--- config.mk ---
export PLATFORM = sky130hd
export DESIGN_NAME = serial_sub_ctrl
export DESIGN_NICKNAME = d
export VERILOG_FILES = /design/src/rtl/serial_sub_pkg.sv /design/src/rtl/full_sub.sv /design/src/rtl/serial_sub_ctrl.sv
export SDC_FILE = /design/constraint.sdc
export NUM_CORES = 1
export LEC_CHECK = 0
export ABC_CLOCK_PERIOD_IN_PS = 3850
export CORE_MARGIN = 2
export CORE_UTILIZATION = 33
export CTS_BUF_LIST = sky130_fd_sc_hd__clkbuf_8
export DETAILED_ROUTE_END_ITERATION = 10
export PLACE_DENSITY = 0.56
export SYNTH_ARGS = -nofsm -noshare
export SYNTH_HDL_FRONTEND = slang
export SYNTH_SLANG_ARGS = --single-unit
--- constraint.sdc ---
create_clock -name clk -period 3.85 [get_ports clk]
set_clock_uncertainty 0.15 [all_clocks]
set_input_delay 0.77 -clock clk [delete_from_list [all_inputs] [get_ports clk]]
set_output_delay 0.77 -clock clk [all_outputs]
set_load 0.005 [all_outputs]
--- src/rtl/serial_sub_pkg.sv ---
// Purpose: shared types and constants for the bit-serial subtraction controller.
// Latency: n/a (declarations only).
// Backpressure: n/a.
package serial_sub_pkg;

    localparam int DEF_WIDTH = 8;

    // 2'b11 is unused; the controller treats it as IDLE.
    typedef enum logic [1:0] {
        IDLE = 2'b00,
        RUN  = 2'b01,
        DONE = 2'b10
    } state_t;

endpackage

--- src/rtl/full_sub.sv ---
// Purpose: 1-bit full subtractor cell, computes a - b - bin.
// Latency: purely combinational, zero cycles.
// Backpressure: none; output follows inputs.
module full_sub (
    input  logic a,
    input  logic b,
    input  logic bin,
    output logic diff,
    output logic barrow
);

    assign diff   = a ^ b ^ bin;
    // Borrow when b exceeds a, or when a equals b and a borrow is pending.
    assign barrow = (~a & b) | (~(a ^ b) & bin);

endmodule

--- src/rtl/serial_sub_ctrl.sv ---
// Purpose: sequences one full_sub cell over WIDTH bits, LSB first (SERIAL_SUB_BIN_EN adds bin_init).
// Latency: WIDTH+1 cycles from accepted start to the one-cycle done strobe.
// Backpressure: start is honoured only in IDLE; starts in RUN/DONE are dropped, not queued.
module serial_sub_ctrl
    import serial_sub_pkg::*;
#(
    parameter int WIDTH = DEF_WIDTH
) (
    input  logic             clk,
    input  logic             rst_n,
    input  logic             start,
    input  logic [WIDTH-1:0] a,
    input  logic [WIDTH-1:0] b,
`ifdef SERIAL_SUB_BIN_EN
    input  logic             bin_init,
`endif
    output logic             busy,
    output logic             done,
    output logic [WIDTH-1:0] diff,
    output logic             borrow_out
);

    localparam int            CW   = $clog2(WIDTH);
    localparam logic [CW-1:0] LAST = CW'(WIDTH - 1);

    state_t           state;
    state_t           state_nxt;
    logic [CW-1:0]    cnt;
    logic [WIDTH-1:0] a_sr;
    logic [WIDTH-1:0] b_sr;
    logic [WIDTH-1:0] res_sr;
    logic             bor;
    logic             bin_val;
    logic             cell_diff;
    logic             cell_bor;

`ifdef SERIAL_SUB_BIN_EN
    assign bin_val = bin_init;
`else
    assign bin_val = 1'b0;
`endif

    full_sub u_cell (
        .a      (a_sr[0]),
        .b      (b_sr[0]),
        .bin    (bor),
        .diff   (cell_diff),
        .barrow (cell_bor)
    );

    // State register.
    always_ff @(posedge clk or negedge rst_n) begin
        if (!rst_n) begin
            state <= IDLE;
        end else begin
            state <= state_nxt;
        end
    end

    // Next-state: RUN lasts exactly WIDTH cycles, DONE exactly one.
    always_comb begin
        state_nxt = state;
        case (state)
            IDLE:    if (start) state_nxt = RUN;
            RUN:     if (cnt == LAST) state_nxt = DONE;
            DONE:    state_nxt = IDLE;
            default: state_nxt = IDLE;
        endcase
    end

    // Operand capture, per-bit shifting and result latching.
    always_ff @(posedge clk or negedge rst_n) begin
        if (!rst_n) begin
            cnt        <= '0;
            a_sr       <= '0;
            b_sr       <= '0;
            res_sr     <= '0;
            bor        <= 1'b0;
            diff       <= '0;
            borrow_out <= 1'b0;
        end else begin
            case (state)
                IDLE: begin
                    if (start) begin
                        a_sr <= a;
                        b_sr <= b;
                        bor  <= bin_val;
                        cnt  <= '0;
                    end
                end
                RUN: begin
                    a_sr   <= a_sr >> 1;
                    b_sr   <= b_sr >> 1;
                    res_sr <= {cell_diff, res_sr[WIDTH-1:1]};
                    bor    <= cell_bor;
                    if (cnt == LAST) begin
                        // Last bit: publish result; counter holds rather than wrapping.
                        diff       <= {cell_diff, res_sr[WIDTH-1:1]};
                        borrow_out <= cell_bor;
                    end else begin
                        cnt <= cnt + CW'(1);
                    end
                end
                default: ;
            endcase
        end
    end

    assign busy = (state == RUN) || (state == DONE);
    assign done = (state == DONE);

endmodule

[Word-level counts from Yosys, hierarchy flattened]
Index checks and enable logic that the tools add are counted.
W data, S select, Z words.
Cells by class
  bitwise logic cells: 7
  add/sub/neg operators: 1
  reduce and logical (&&, ||, !) cells: 7
  equal/unequal tests: 6
  multiplexer cells: 12
Operators by type and width (number)
  $pmux W8 S2: 2
  $mux W8: 2
  $mux W3: 2
  $ne A2 B2 Y1 const B: 3
  $pmux W3 S2: 1
  $reduce_and A2 Y1: 3
  $mux W2: 2
  $pmux W2 S2: 1
  $add A3 B1 Y3 const B: 1
  $eq A3 B3 Y1 const B: 1
  $reduce_and A3 Y1: 1
  $and A1 B1 Y1: 2
  $eq A2 B1 Y1 const B: 1
  $eq A2 B2 Y1 const B: 1
  $logic_not A2 Y1: 1
  $not A1 Y1: 2
  $pmux W1 S2: 1
  $reduce_bool A2 Y1: 1
  $xor A1 B1 Y1: 2
  $logic_or A1 B1 Y1: 1
  $mux W1: 1
  $or A1 B1 Y1: 1
Storage, ports and cells
  logic and storage cells: 41
  register bits: 39
  output and inout port bits: 11
  bits of input ports: 19

[Depth between registers and ports, before layout]
  word-level depth: 5
  mapped depth: 6
  gate-level depth less buffers: 5

[Hierarchy]
A second synthesis with hierarchy kept.
Second synthesis, totals
  cells, all modules: 142
  area, all modules: 1746.7 um2
Modules (own cells, without submodules)
  serial_sub_ctrl: times used 1, sequential area each 950.9 um2, area an instance 1715.4 um2, cells each 138
  full_sub: times used 1, sequential area each 0.0 um2, area an instance 31.3 um2, cells each 4

[Worst setup path before layout]
OpenSTA, ideal clock, no wires.
  kind: input to register
  start point: in start
  end point: reg cnt[0]
  stages: 3
  library setup time: 0.125 ns
  required time: 3.575 ns
  slack: 2.081 ns
  buffers on the path: 0
  arrival: 1.494 ns
  cell sequence: and2b_4 a211oi_4 mux2_4
Between the ends
  cells in the longest elaborated chain, start to end: 2
RTL lines
  start: declaration: RTL line serial_sub_ctrl.sv:11  | input logic start,
  $ne A2 B2 Y1 (no line)
  $reduce_and A3 Y1 (no line)
  end signal: assignment: RTL line serial_sub_ctrl.sv:101  | cnt <= cnt + CW'(1);
  end: declaration: RTL line serial_sub_ctrl.sv:28  | logic [CW-1:0] cnt;
No other way between the ends.
A chain may end at the register's enable or synchronous reset.

[Final worst setup path]
  start point: reg state[0]
  end point: out busy
Between the ends
  cells in the longest elaborated chain, start to end: 2
  elaborated cells on any way between the ends: 3
  those cells by class: 2 x eq/ne; 1 x reduce/logical
RTL lines
  start: declaration: RTL line serial_sub_ctrl.sv:26  | state_t state;
  start signal: assignment: RTL line serial_sub_ctrl.sv:56  | state <= state_nxt;
  $eq A2 B1 Y1 / $eq A2 B2 Y1 (equally long branches): RTL line serial_sub_ctrl.sv:109  | assign busy = (state == RUN) || (state == DONE);
  $logic_or A1 B1 Y1 *: RTL line serial_sub_ctrl.sv:109
  end: declaration: RTL line serial_sub_ctrl.sv:17  | output logic busy,
Every way passes the cells marked *; elsewhere a longest branch is shown, timed or not.

==> metrics.md <==
| Metric | Value |
|---|---|
| DP HPWL | 1.987 mm |
| Worst Setup End Kind | primary output |
| Highest clock rate | 0.4059 GHz |
| Hold worst-path end | b_sr[3]$_DFFE_PN0P_ |
| MaxCap Viol Count | 0 |
| Clock Tree Root | clkbuf_8 |
| GP Congestion | 0.7405 |
| Routed WL | 2.869 mm |
| Clk_lat worst skew | 0.29 ns |
| Initial antenna violation count | 0 |
| Syn-to-layout area delta | 24.68% |
| Die height | 76.60 um |
| Most common cell after layout, fill and taps aside | dfrtp_1 |
| Fillcell total | 482 |
| Slew HR | 0.4447 |
| IO buf count | 29 |
| Post-synthesis sequential area ratio | 0.5468 |
| Final ANT Viol Nets | 0 |
| Switch share | 0.3326 |
| Min-Delay Path Depth | 2 |
| Max H-tree Level | 2 |
| Setup CP Type | register to primary output |
| CTS tree | done |
| Reg2Reg Depth | 5 |
| Setup tns final | 0 ns |
| Crit Path Max Fanout | 4 |
| Total leakage power | 0.9937 nW |
| Final net count | 201 |
| Gr busiest metal | met2 |
| Largest net degree at the start of global routing | 39 |
| Reg2reg end | cnt[0]$_DFFE_PN0P_ |
| M2 GR Usage | 0.1885 |
| FP Rows | 26 |
| FF-to-FF setup slack | 1.71 ns |
| Synth unique cells | 22 |
| Yosys warning total | 0 |
| Power share of the sequential group | 0.425 |
| Die W | 76.60 um |
| Vias | 1092 |
| Clk buf depth | 2 |
| Postcts setup bufs | 0 |
| Syn nets | 169 |
| Clock sink total | 38 |
| Clk network pwr share | 0.159 |
| Final period util | 0.6398 |
| Core ar. | 5107 sq um |
| Post-route minimum period | 2.463 ns |
| Syn Std Cell Area | 1739 sq um |
| Maximum vdd drop | 245.9 uV |
| Final Hold Vio Count | 0 |
| Proportion of layout cells with a drive suffix above 1 | 0.1782 |
| NetSw | 0.0005236 W |
| First drt pass iteration count | 4 |
| Clock slew at reported path FFs | 0.08 ns |
| Status | complete, no violations |
| First-pass GRT wire length | 5.181 mm |
| Gate power share | 0.417 |
| Antenna Cells | 0 |
| Worst Hold Slack | 0.3295 ns |
| R2R Path Start | state[1]$_DFFE_PN0P_ |
| DR vias/cell | 4.475 |
| Initial Util | 0.3405 |
| Worst setup SP type | register |
| # DRC | 0 |
| Required time of the worst setup path | 2.93 ns |
| Power consumption | 0.001574 W |
| # IOs | 30 |
| Critical Path AT | 1.54 ns |
| Worst min-delay path class | register to register |
| Resized Gates After CTS | 0 |
| Number of global-route vias before repair | 1128 |
| Met3 Resource Use GR | 0.03555 |
| CTS Buf Count | 5 |
| Met1 Resource Use GR | 0.1304 |
| Gate Count Post-Synth | 142 |
| Initial drt markers | 35 |
| RSZ-0062 raised after global routing | false |
| Most frequent cells in the layout | dfrtp_1, clkdlybuf4s50_1, nand2_1 |
| Seq. cell area | 950.9 sq um |
| Least-Margin Pin Slew | 0.8330 ns |
| Die area | 5867 sq um |
| CTS Hold Buffers Added | 0 |
| Min-delay src | b_sr[3]$_DFFE_PN0P_ |
| WL per Instance | 11.76 um |
| GRT Total Usage | 0.1111 |
| Synth Register Bits | 38 |
| Cell Pwr Density | 726.1 nW/um^2 |
| Multi-input gate area | 724.4 sq um |
| GR Overflow Total | 0 |
| Max-slew violation count | 0 |
| Syn Area/Cell | 12.25 sq um |
| Setup violations, final | 0 |
| Int Pwr | 0.001051 W |
[cell usage after synthesis]
cell type | n | area share
dfrtp_1 | 38 | 0.55
nand2_1 | 20 | 0.043
o21ai_0 | 17 | 0.049
mux2_2 | 16 | 0.10
mux2i_1 | 16 | 0.092
ha_1 | 7 | 0.050
inv_1 | 7 | 0.015
buf_4 | 3 | 0.013
nand2b_1 | 3 | 0.011
buf_2 | 2 | 0.0058
o21ai_1 | 2 | 0.0058
a211oi_4 | 1 | 0.012
a21oi_1 | 1 | 0.0029
and2b_4 | 1 | 0.0058
clkbuf_2 | 1 | 0.0029
fa_1 | 1 | 0.012
mux2_4 | 1 | 0.0086
mux2i_2 | 1 | 0.0079
nand2_2 | 1 | 0.0036
nor2_1 | 1 | 0.0022
nor2b_1 | 1 | 0.0036
o21a_1 | 1 | 0.0043
[cell families (layout without fill, tap and decap cells)]
kind of cell | count (synthesis) | after routing | synth area share
muxes | 34 | 34 | 0.2122
and+or+nand+nor | 27 | 27 | 0.06907
DFF | 38 | 38 | 0.5468
buffers and inverters | 13 | 45 | 0.03669
adders and majority gates | 8 | 8 | 0.06187
AOI/OAI and AO/OA | 22 | 22 | 0.07338
[layer usage]
metal,up-vias,wire length [um]
met1,522,1290
met3,6,150
li1,536,-
met4,0,46
met5,-,0
met2,28,1383
[power groups by stage]
stage / Combinational (W) / Sequential [W] / Clock [W]
2_1_floorplan: 0.000499 / 0.000655 / 0
3_3_place_gp: 0.000644 / 0.000668 / 0
3_5_place_dp: 0.000671 / 0.000677 / 0
4_1_cts: 0.000672 / 0.000670 / 0.000263
5_1_grt: 0.000745 / 0.000693 / 0.000278
6_report: 0.000656 / 0.000668 / 0.000250
[how the worst max path moves through the flow]
| stage | to | from | depth (start not counted) |
|---|---|---|---|
| 3_3_place_gp | cnt[0]$_DFFE_PN0P_ | start | 4 |
| 5_1_grt | busy | state[0]$_DFFE_PN0P_ | 3 |
| 4_1_cts | busy | state[0]$_DFFE_PN0P_ | 3 |
| 3_5_place_dp | cnt[0]$_DFFE_PN0P_ | start | 4 |
| 6_report | busy | state[0]$_DFFE_PN0P_ | 3 |
| 2_1_floorplan | cnt[0]$_DFFE_PN0P_ | start | 3 |
[worst max-delay path, cell delays in order (launching register included)]
cell and delay [ns]:
dfrtp_1 0.40, inv_1 0.10, ha_1 0.28, clkdlybuf4s50_1 0.49
[through the flow]
stage	utilization	setup WS [ns]	instances	instance area, sq um
2_1_floorplan	-	2.081	142	1739
3_3_place_gp	0.4091	1.552	237	2090
3_5_place_dp	0.4091	1.506	237	2090
4_1_cts	0.4245	1.372	244	2168
5_1_grt	0.4245	1.331	244	2168
6_report	0.4245	1.387	244	2168
[state kept, by name (all words and copies together) (netlist names)]
signal / cells
cnt: 3
borrow_out: 1
bor: 1
a_sr: 8
res_sr: 7
diff: 8
b_sr: 8
state: 2
[layout make-up]
class                      count  share of cell area
sequential                    38              0.4385
multi-input combinational     91              0.3341
timing repair buffer          31              0.1385
tap                           70             0.04039
clock buffer                   5             0.03174
inverter                       7             0.01212
clock inverter                 2            0.004616
No activity file was read; power rests on OpenSTA's default activity.
